**src/rtl/pong_game_ctrl.sv**
```systemverilog
// Pong game sequencer: owns paddle, ball, score and phase state and advances it once per frame tick.
// Serve / play / point / game-over flow with start-switch abort and pause freeze.
module pong_game_ctrl #(
    parameter int H_RES        = 640,
    parameter int V_RES        = 480,
    parameter int PADDLE_W     = 10,
    parameter int PADDLE_H     = 80,
    parameter int PADDLE_X1    = 20,
    parameter int PADDLE_X2    = 610,
    parameter int BALL_SIZE    = 10,
    parameter int BALL_SPEED   = 2,
    parameter int PADDLE_STEP  = 4,
    parameter int SERVE_FRAMES = 60,
    parameter int WIN_SCORE    = 9
) (
    input  logic       sys_clk,
    input  logic       sys_rst,
    input  logic       frame_tick,
    input  logic [7:0] key1_code,
    input  logic [7:0] key2_code,
    input  logic       start,
    input  logic       pause,
    output logic [9:0] paddle1_y,
    output logic [9:0] paddle2_y,
    output logic [9:0] ball_x,
    output logic [9:0] ball_y,
    output logic [3:0] score1,
    output logic [3:0] score2,
    output logic [2:0] game_state,
    output logic [1:0] winner,
    output logic       hit_pulse
);

    typedef enum logic [2:0] {
        IDLE  = 3'd0,
        SERVE = 3'd1,
        PLAY  = 3'd2,
        POINT = 3'd3,
        OVER  = 3'd4
    } state_t;

    localparam logic [7:0] KEY1_UP = 8'h1D;
    localparam logic [7:0] KEY1_DN = 8'h1B;
    localparam logic [7:0] KEY2_UP = 8'h75;
    localparam logic [7:0] KEY2_DN = 8'h72;

    localparam int CNT_W = $clog2(SERVE_FRAMES + 1);

    localparam logic [10:0] HRES_W  = 11'(H_RES);
    localparam logic [10:0] VRES_W  = 11'(V_RES);
    localparam logic [10:0] PW_W    = 11'(PADDLE_W);
    localparam logic [10:0] PH_W    = 11'(PADDLE_H);
    localparam logic [10:0] PX1_W   = 11'(PADDLE_X1);
    localparam logic [10:0] PX2_W   = 11'(PADDLE_X2);
    localparam logic [10:0] SIZE_W  = 11'(BALL_SIZE);
    localparam logic [10:0] SPEED_W = 11'(BALL_SPEED);
    localparam logic [10:0] STEP_W  = 11'(PADDLE_STEP);
    localparam logic [10:0] PMAX_W  = 11'(V_RES - PADDLE_H);

    localparam logic [9:0] PADDLE_Y0 = 10'((V_RES - PADDLE_H) / 2);
    localparam logic [9:0] BALL_X0   = 10'((H_RES - BALL_SIZE) / 2);
    localparam logic [9:0] BALL_Y0   = 10'((V_RES - BALL_SIZE) / 2);
    localparam logic [3:0] WIN_W     = 4'(WIN_SCORE);

    localparam logic [CNT_W-1:0] SERVE_LAST = CNT_W'(SERVE_FRAMES - 1);

    state_t           state, state_nxt;
    logic [9:0]       p1_nxt, p2_nxt, bx_nxt, by_nxt;
    logic [3:0]       s1_nxt, s2_nxt;
    logic [1:0]       win_nxt;
    logic             hit_nxt;
    logic             dir_x, dir_x_nxt;     // 1 = moving right
    logic             dir_y, dir_y_nxt;     // 1 = moving down
    logic [CNT_W-1:0] serve_cnt, cnt_nxt;
    logic             point_p2, point_p2_nxt;

    logic [10:0] bx_ext, by_ext, p1_ext, p2_ext;
    logic [9:0]  p1_step, p2_step, bx_step, by_step;
    logic        dir_x_step, dir_y_step;
    logic        wall_hit, pad_hit, miss;
    logic        overlap1, overlap2;

    function automatic logic [9:0] paddle_move(input logic [9:0] pos, input logic [7:0] code,
                                               input logic [7:0] up_code, input logic [7:0] dn_code);
        logic [10:0] p;
        p = {1'b0, pos};
        if (code == up_code)
            p = (p < STEP_W) ? '0 : p - STEP_W;
        else if (code == dn_code)
            p = (p + STEP_W > PMAX_W) ? PMAX_W : p + STEP_W;
        return 10'(p);
    endfunction

    assign bx_ext = {1'b0, ball_x};
    assign by_ext = {1'b0, ball_y};
    assign p1_ext = {1'b0, paddle1_y};
    assign p2_ext = {1'b0, paddle2_y};

    assign p1_step = paddle_move(paddle1_y, key1_code, KEY1_UP, KEY1_DN);
    assign p2_step = paddle_move(paddle2_y, key2_code, KEY2_UP, KEY2_DN);

    // Overlap is judged on the positions before this frame's update.
    assign overlap1 = (by_ext + SIZE_W > p1_ext) && (by_ext < p1_ext + PH_W);
    assign overlap2 = (by_ext + SIZE_W > p2_ext) && (by_ext < p2_ext + PH_W);

    always_comb begin
        by_step    = ball_y;
        dir_y_step = dir_y;
        wall_hit   = 1'b0;
        if (!dir_y && by_ext <= SPEED_W) begin
            by_step    = '0;
            dir_y_step = 1'b1;
            wall_hit   = 1'b1;
        end else if (dir_y && by_ext + SIZE_W + SPEED_W >= VRES_W) begin
            by_step    = 10'(VRES_W - SIZE_W);
            dir_y_step = 1'b0;
            wall_hit   = 1'b1;
        end else if (dir_y) begin
            by_step = 10'(by_ext + SPEED_W);
        end else begin
            by_step = 10'(by_ext - SPEED_W);
        end
    end

    always_comb begin
        bx_step    = ball_x;
        dir_x_step = dir_x;
        pad_hit    = 1'b0;
        miss       = 1'b0;
        if (!dir_x) begin
            if (bx_ext <= PX1_W + PW_W && bx_ext >= PX1_W && overlap1) begin
                bx_step    = 10'(PX1_W + PW_W);
                dir_x_step = 1'b1;
                pad_hit    = 1'b1;
            end else if (bx_ext <= SPEED_W) begin
                bx_step = '0;
                miss    = 1'b1;
            end else begin
                bx_step = 10'(bx_ext - SPEED_W);
            end
        end else begin
            if (bx_ext + SIZE_W >= PX2_W && bx_ext + SIZE_W <= PX2_W + PW_W && overlap2) begin
                bx_step    = 10'(PX2_W - SIZE_W);
                dir_x_step = 1'b0;
                pad_hit    = 1'b1;
            end else if (bx_ext + SIZE_W + SPEED_W >= HRES_W) begin
                bx_step = 10'(HRES_W - SIZE_W);
                miss    = 1'b1;
            end else begin
                bx_step = 10'(bx_ext + SPEED_W);
            end
        end
    end

    always_comb begin
        state_nxt    = state;
        p1_nxt       = paddle1_y;
        p2_nxt       = paddle2_y;
        bx_nxt       = ball_x;
        by_nxt       = ball_y;
        s1_nxt       = score1;
        s2_nxt       = score2;
        win_nxt      = winner;
        hit_nxt      = 1'b0;
        dir_x_nxt    = dir_x;
        dir_y_nxt    = dir_y;
        cnt_nxt      = serve_cnt;
        point_p2_nxt = point_p2;

        // Dropping the start switch aborts from any phase, even while paused.
        if (state != IDLE && !start) begin
            state_nxt    = IDLE;
            p1_nxt       = PADDLE_Y0;
            p2_nxt       = PADDLE_Y0;
            bx_nxt       = BALL_X0;
            by_nxt       = BALL_Y0;
            s1_nxt       = '0;
            s2_nxt       = '0;
            win_nxt      = '0;
            dir_x_nxt    = 1'b1;
            dir_y_nxt    = 1'b1;
            cnt_nxt      = '0;
            point_p2_nxt = 1'b0;
        end else if (!pause) begin
            unique case (state)
                IDLE: begin
                    if (start) begin
                        state_nxt = SERVE;
                        s1_nxt    = '0;
                        s2_nxt    = '0;
                        win_nxt   = '0;
                    end
                end
                SERVE: begin
                    if (frame_tick) begin
                        p1_nxt = p1_step;
                        p2_nxt = p2_step;
                        if (serve_cnt == SERVE_LAST) begin
                            cnt_nxt   = '0;
                            state_nxt = PLAY;
                        end else begin
                            cnt_nxt = serve_cnt + 1'b1;
                        end
                    end
                end
                PLAY: begin
                    if (frame_tick) begin
                        p1_nxt    = p1_step;
                        p2_nxt    = p2_step;
                        bx_nxt    = bx_step;
                        by_nxt    = by_step;
                        dir_x_nxt = dir_x_step;
                        dir_y_nxt = dir_y_step;
                        hit_nxt   = wall_hit | pad_hit;
                        if (miss) begin
                            state_nxt    = POINT;
                            point_p2_nxt = !dir_x;
                        end
                    end
                end
                POINT: begin
                    state_nxt = SERVE;
                    bx_nxt    = BALL_X0;
                    by_nxt    = BALL_Y0;
                    if (point_p2) begin
                        s2_nxt    = (score2 >= WIN_W) ? WIN_W : score2 + 1'b1;
                        dir_x_nxt = 1'b0;
                        if (s2_nxt == WIN_W) begin
                            state_nxt = OVER;
                            win_nxt   = 2'd2;
                            bx_nxt    = ball_x;
                            by_nxt    = ball_y;
                            dir_x_nxt = dir_x;
                        end
                    end else begin
                        s1_nxt    = (score1 >= WIN_W) ? WIN_W : score1 + 1'b1;
                        dir_x_nxt = 1'b1;
                        if (s1_nxt == WIN_W) begin
                            state_nxt = OVER;
                            win_nxt   = 2'd1;
                            bx_nxt    = ball_x;
                            by_nxt    = ball_y;
                            dir_x_nxt = dir_x;
                        end
                    end
                end
                OVER: begin
                end
                default: state_nxt = IDLE;
            endcase
        end
    end

    always_ff @(posedge sys_clk) begin
        if (sys_rst) begin
            state     <= IDLE;
            paddle1_y <= PADDLE_Y0;
            paddle2_y <= PADDLE_Y0;
            ball_x    <= BALL_X0;
            ball_y    <= BALL_Y0;
            score1    <= '0;
            score2    <= '0;
            winner    <= '0;
            hit_pulse <= 1'b0;
            dir_x     <= 1'b1;
            dir_y     <= 1'b1;
            serve_cnt <= '0;
            point_p2  <= 1'b0;
        end else begin
            state     <= state_nxt;
            paddle1_y <= p1_nxt;
            paddle2_y <= p2_nxt;
            ball_x    <= bx_nxt;
            ball_y    <= by_nxt;
            score1    <= s1_nxt;
            score2    <= s2_nxt;
            winner    <= win_nxt;
            hit_pulse <= hit_nxt;
            dir_x     <= dir_x_nxt;
            dir_y     <= dir_y_nxt;
            serve_cnt <= cnt_nxt;
            point_p2  <= point_p2_nxt;
        end
    end

    assign game_state = state;

endmodule
```
**config.mk**
```make
export PLATFORM = sky130hd
export DESIGN_NAME = pong_game_ctrl
export DESIGN_NICKNAME = d
export VERILOG_FILES = /design/src/rtl/pong_game_ctrl.sv
export SDC_FILE = /design/constraint.sdc
export NUM_CORES = 1
export LEC_CHECK = 0
export ABC_AREA = 1
export ABC_CLOCK_PERIOD_IN_PS = 2800
export CORE_ASPECT_RATIO = 1.1
export CORE_MARGIN = 10
export CORE_UTILIZATION = 45
export CTS_CLUSTER_SIZE = 12
export DETAILED_ROUTE_END_ITERATION = 10
export PLACE_DENSITY = 0.66
export SETUP_SLACK_MARGIN = 0.15
export SLEW_MARGIN = 0
export SYNTH_ARGS = -nofsm -noshare
export SYNTH_HDL_FRONTEND = slang
export SYNTH_SLANG_ARGS = --single-unit
```
**constraint.sdc**
```tcl
create_clock -name sys_clk -period 2.8 [get_ports sys_clk]
set_clock_uncertainty 0.2 [all_clocks]
set_input_delay 0.56 -clock sys_clk [delete_from_list [all_inputs] [get_ports sys_clk]]
set_output_delay 0.56 -clock sys_clk [all_outputs]
set_load 0.02 [all_outputs]
```
==> metrics.md, run 1 <==
| Metric | Value |
|---|---|
| Outcome | completed |
| Via Count | 6590 |
| Final wirelength | 18.5 mm |
| Leakage | 3.67 nW |
| Initial antenna violation count | 0 |
| Worst Path Arrival | 2.79 ns |
| Synth area leaders | dfxtp_1 20%, nand2_1 14%, ha_1 12% |
| Worst Path Max Fanout | 5 |
| Syn Area/Cell | 6.37 um2 |
| Power per cell area | 386 mW/mm2 |
| Netlist Area Pre-Place | 0.00603 mm2 |
| DR iter-0 viols | 557 |
| CTS root buffer | clkbuf_16 |
| Sequential fraction of the synthesis area | 19.6% |
| Endpoints failing setup | 0 |
| WS Path Type | reg -> reg |
| Pin count of the biggest net entering global routing | 29 |
| Core Region | 0.0132 mm2 |
| CP Capture Type | flip-flop |
| R2r setup slk | 0.03 ns |
| Ys flop type | dfxtp_1 |
| Avg WL per Cell | 14.7 um |
| CTS buffer count | 9 |
| Area Overhead vs Synth | 32.3% |
| Global-route wire length before repair | 30.5 mm |
| Die area | 0.0184 mm2 |
| Post-Syn Instances | 947 |
| Total area of sequential cells | 0.00121 mm2 |
| RSZ-0062 raised after global routing | true |
| Async SR Flop Fraction | 0% |
| Share of cells above drive strength 1 | 17.6% |
| Crit path time final | 2.77 ns |
| Max-slew violations | 0 |
| Number of flops mapped to enable cells by yosys | 0 |
| Tcrit/Tclk final | 99.0% |
| Crit path launch | ball_y[1] |
| Worst-Margin Slew | 0.559 ns |
| Worst vdd ir | 0.596 mV |
| FF+latch count, synth | 59 |
| # DRC | 0 |
| Antenna cells | 0 |
| Worst setup SP type | flip-flop |
| Die X | 130 um |
| I/O Pins | 75 |
| Clk_lat worst skew | 0.34 ns |
| Yosys top cell by area | dfxtp_1 |
| Slew HR | 62.7% |
| Final net count | 1169 |
| Worst-path clk slew | 0.06 ns |
| Routed vias/inst | 5.25 |
| Footprint of the multi-input gates | 0.00439 mm2 |
| H-tree Lvls | 3 |
| Final GP Congestion | 0.939 |
| Reg2reg path depth | 18 |
| FF-to-FF Start | ball_y[1] |
| Final core utilization | 60.7% |
| Most common library cells after synthesis | 232 x nand2_1, 121 x inv_1, 76 x nor2_1, 72 x nand3_1, 59 x dfxtp_1 |
| Hpwl dp | 14.3 mm |
| End of the critical path | ball_x[4] |
| Synthesis Warnings | 0 |
| CTS tree | done |
| Die Height | 141 um |
| Maxcap violations | 0 |
| Max Buffers Root-to-Sink | 2 |
| Min-Delay Path Class | reg -> reg |
| FP Rows | 44 |
| Setup_tns | 0 ns |
| Gr usage total | 20.0% |
| Fin. Hold Viols | 0 |
| TritonCTS Sinks | 59 |
| Vias in the first global route | 6204 |
| Drt pass-1 iters | 5 |
| Routed Antenna Nets | 0 |
| Hold WS | 0.273 ns |
| Initial Util | 45.9% |
| CTS Hold Bufs | 0 |
| Quantity of I/O buffers inserted on ports | 70 |
| Hold path startpoint | winner[1] |
| CP Data Required Time | 2.82 ns |
| Post-synth top area share | 19.6% |
| Max Freq | 361 MHz |
| Most common cell in the netlist | nand2_1 |
| Grt total ovfl | 0 |
| Synth unique cells | 56 |
| Critical R2R Capture | ball_x[4] |
| Layout filler cell count | 1290 |
[cell type report]
class	instances	share of cell area [%]
multi-input combinational	732	55.0
timing repair buffer	153	16.7
sequential	59	15.2
inverter	134	6.38
clock buffer	9	2.82
tap	161	2.52
clock inverter	7	1.46
[stage by stage]
stage                     area [um2]  instances  total power [mW]  setup WS [ns]
after global routing            7990       1255              3.24         -0.212
final                           7990       1255              3.08         0.0281
after floorplan                 6100        950              1.45          0.160
after CTS                       7810       1251              3.05         0.0657
after detailed placement        7370       1225              1.74         0.0256
after global placement          7370       1225              1.74         0.0732
[state kept, by name (all words and copies together), names as in the netlist]
signal and cells:
ball_x 10, ball_y 10, paddle1_y 8, paddle2_y 8
serve_cnt 6, score1 4, score2 4, game_state 3
winner 2, dir_x 1, dir_y 1, hit_pulse 1
point_p2 1
[where the power goes]
group	leakage (nW)	switching, mW	internal, mW
Combinational	3.03	0.533	0.329
Clock	0.165	0.430	0.867
Sequential	0.479	0.0543	0.869
[cell families (layout without fill, tap and decap cells)]
logic type,count (synthesis),in the layout,share of synthesized area (%)
AOI/OAI and AO/OA,154,154,15.1
xor gates and xnor gates,47,47,6.95
adders and majority gates,59,59,12.5
buffers and inverters,159,303,10.8
DFF,59,59,19.6
other,1,4,0.0621
and+or+nand+nor,468,468,35.1
[cell usage in the layout, fill, tap and decap left out, types with 4 or more instances in the layout]
cell             synthesis  layout
inv_1                  121     116
nor2_4                   2       4
a31oi_1                  4       4
clkbuf_16                0       9
dfxtp_1                 59      47
ha_1                    57      50
nand3_2                  3       6
nand2_1                232     224
nand2_2                 11      17
inv_2                    9      12
nor2_2                  10      11
a21oi_1                 56      52
nand4_1                 25      25
nor3_1                  16      16
nor2_1                  76      73
conb_1                   1       4
clkdlybuf4s50_1          0      70
a21o_1                   4       4
a211oi_1                 5       4
buf_4                    7      81
nand3_1                 72      69
dfxtp_4                  0       6
o211ai_1                 8       8
nand3b_1                 4       4
nand2_4                  2       4
nor4_1                   4       4
o21ai_0                 50      44
ha_4                     0       6
dfxtp_2                  0       6
o21ai_1                  5      10
xor2_1                  43      43
a21oi_2                  1       5
[what timing repair did]
action,CTS,global route
pin swaps,1,11
endpoints found under the setup margin,14,21
gates resized for setup,12,37
buffers inserted,10,4
[metal layers]
metal / vias to the layer above / global-route usage, % / part of all wire [%]
met4: 0 / 5.57 / 1.6
li1: 3401 / - / -
met5: - / 0 / 0
met2: 154 / 34.8 / 49
met3: 26 / 3.69 / 5.6
met1: 3009 / 24.4 / 44
[worst max-delay path: stages, from the launching register on]
cell     delay, ns
dfxtp_4       0.36
ha_4          0.17
inv_4         0.06
nand2_4       0.05
nand4_1       0.08
xor2_1        0.18
inv_1         0.11
ha_4          0.28
nand4_1       0.08
nor4_1        0.16
nand4_1       0.14
nand2_1       0.10
nor2_2        0.05
nor2_4        0.17
inv_2         0.09
nor2_4        0.12
nand2_2       0.07
nor2_1        0.11
o21ai_1       0.07
[how the worst min path moves through the flow]
stage / cells after the start / end
after detailed placement: 2 / winner[1]
final: 2 / winner[1]
after global placement: 2 / ball_y[0]
after CTS: 2 / winner[1]
after global routing: 2 / winner[1]
after floorplan: 2 / point_p2
Note: power is estimated with default switching activity, not from simulation.
==> run 2: changes to the inputs <==
--- a/config.mk
+++ b/config.mk
@@ -14,7 +14,7 @@
 export DETAILED_ROUTE_END_ITERATION = 10
 export PLACE_DENSITY = 0.66
 export SETUP_SLACK_MARGIN = 0.15
-export SLEW_MARGIN = 0
+export SLEW_MARGIN = 20
 export SYNTH_ARGS = -nofsm -noshare
 export SYNTH_HDL_FRONTEND = slang
 export SYNTH_SLANG_ARGS = --single-unit
==> results of run 2 <==
The final DEF is identical to that of run 1; final timing and power are the same.
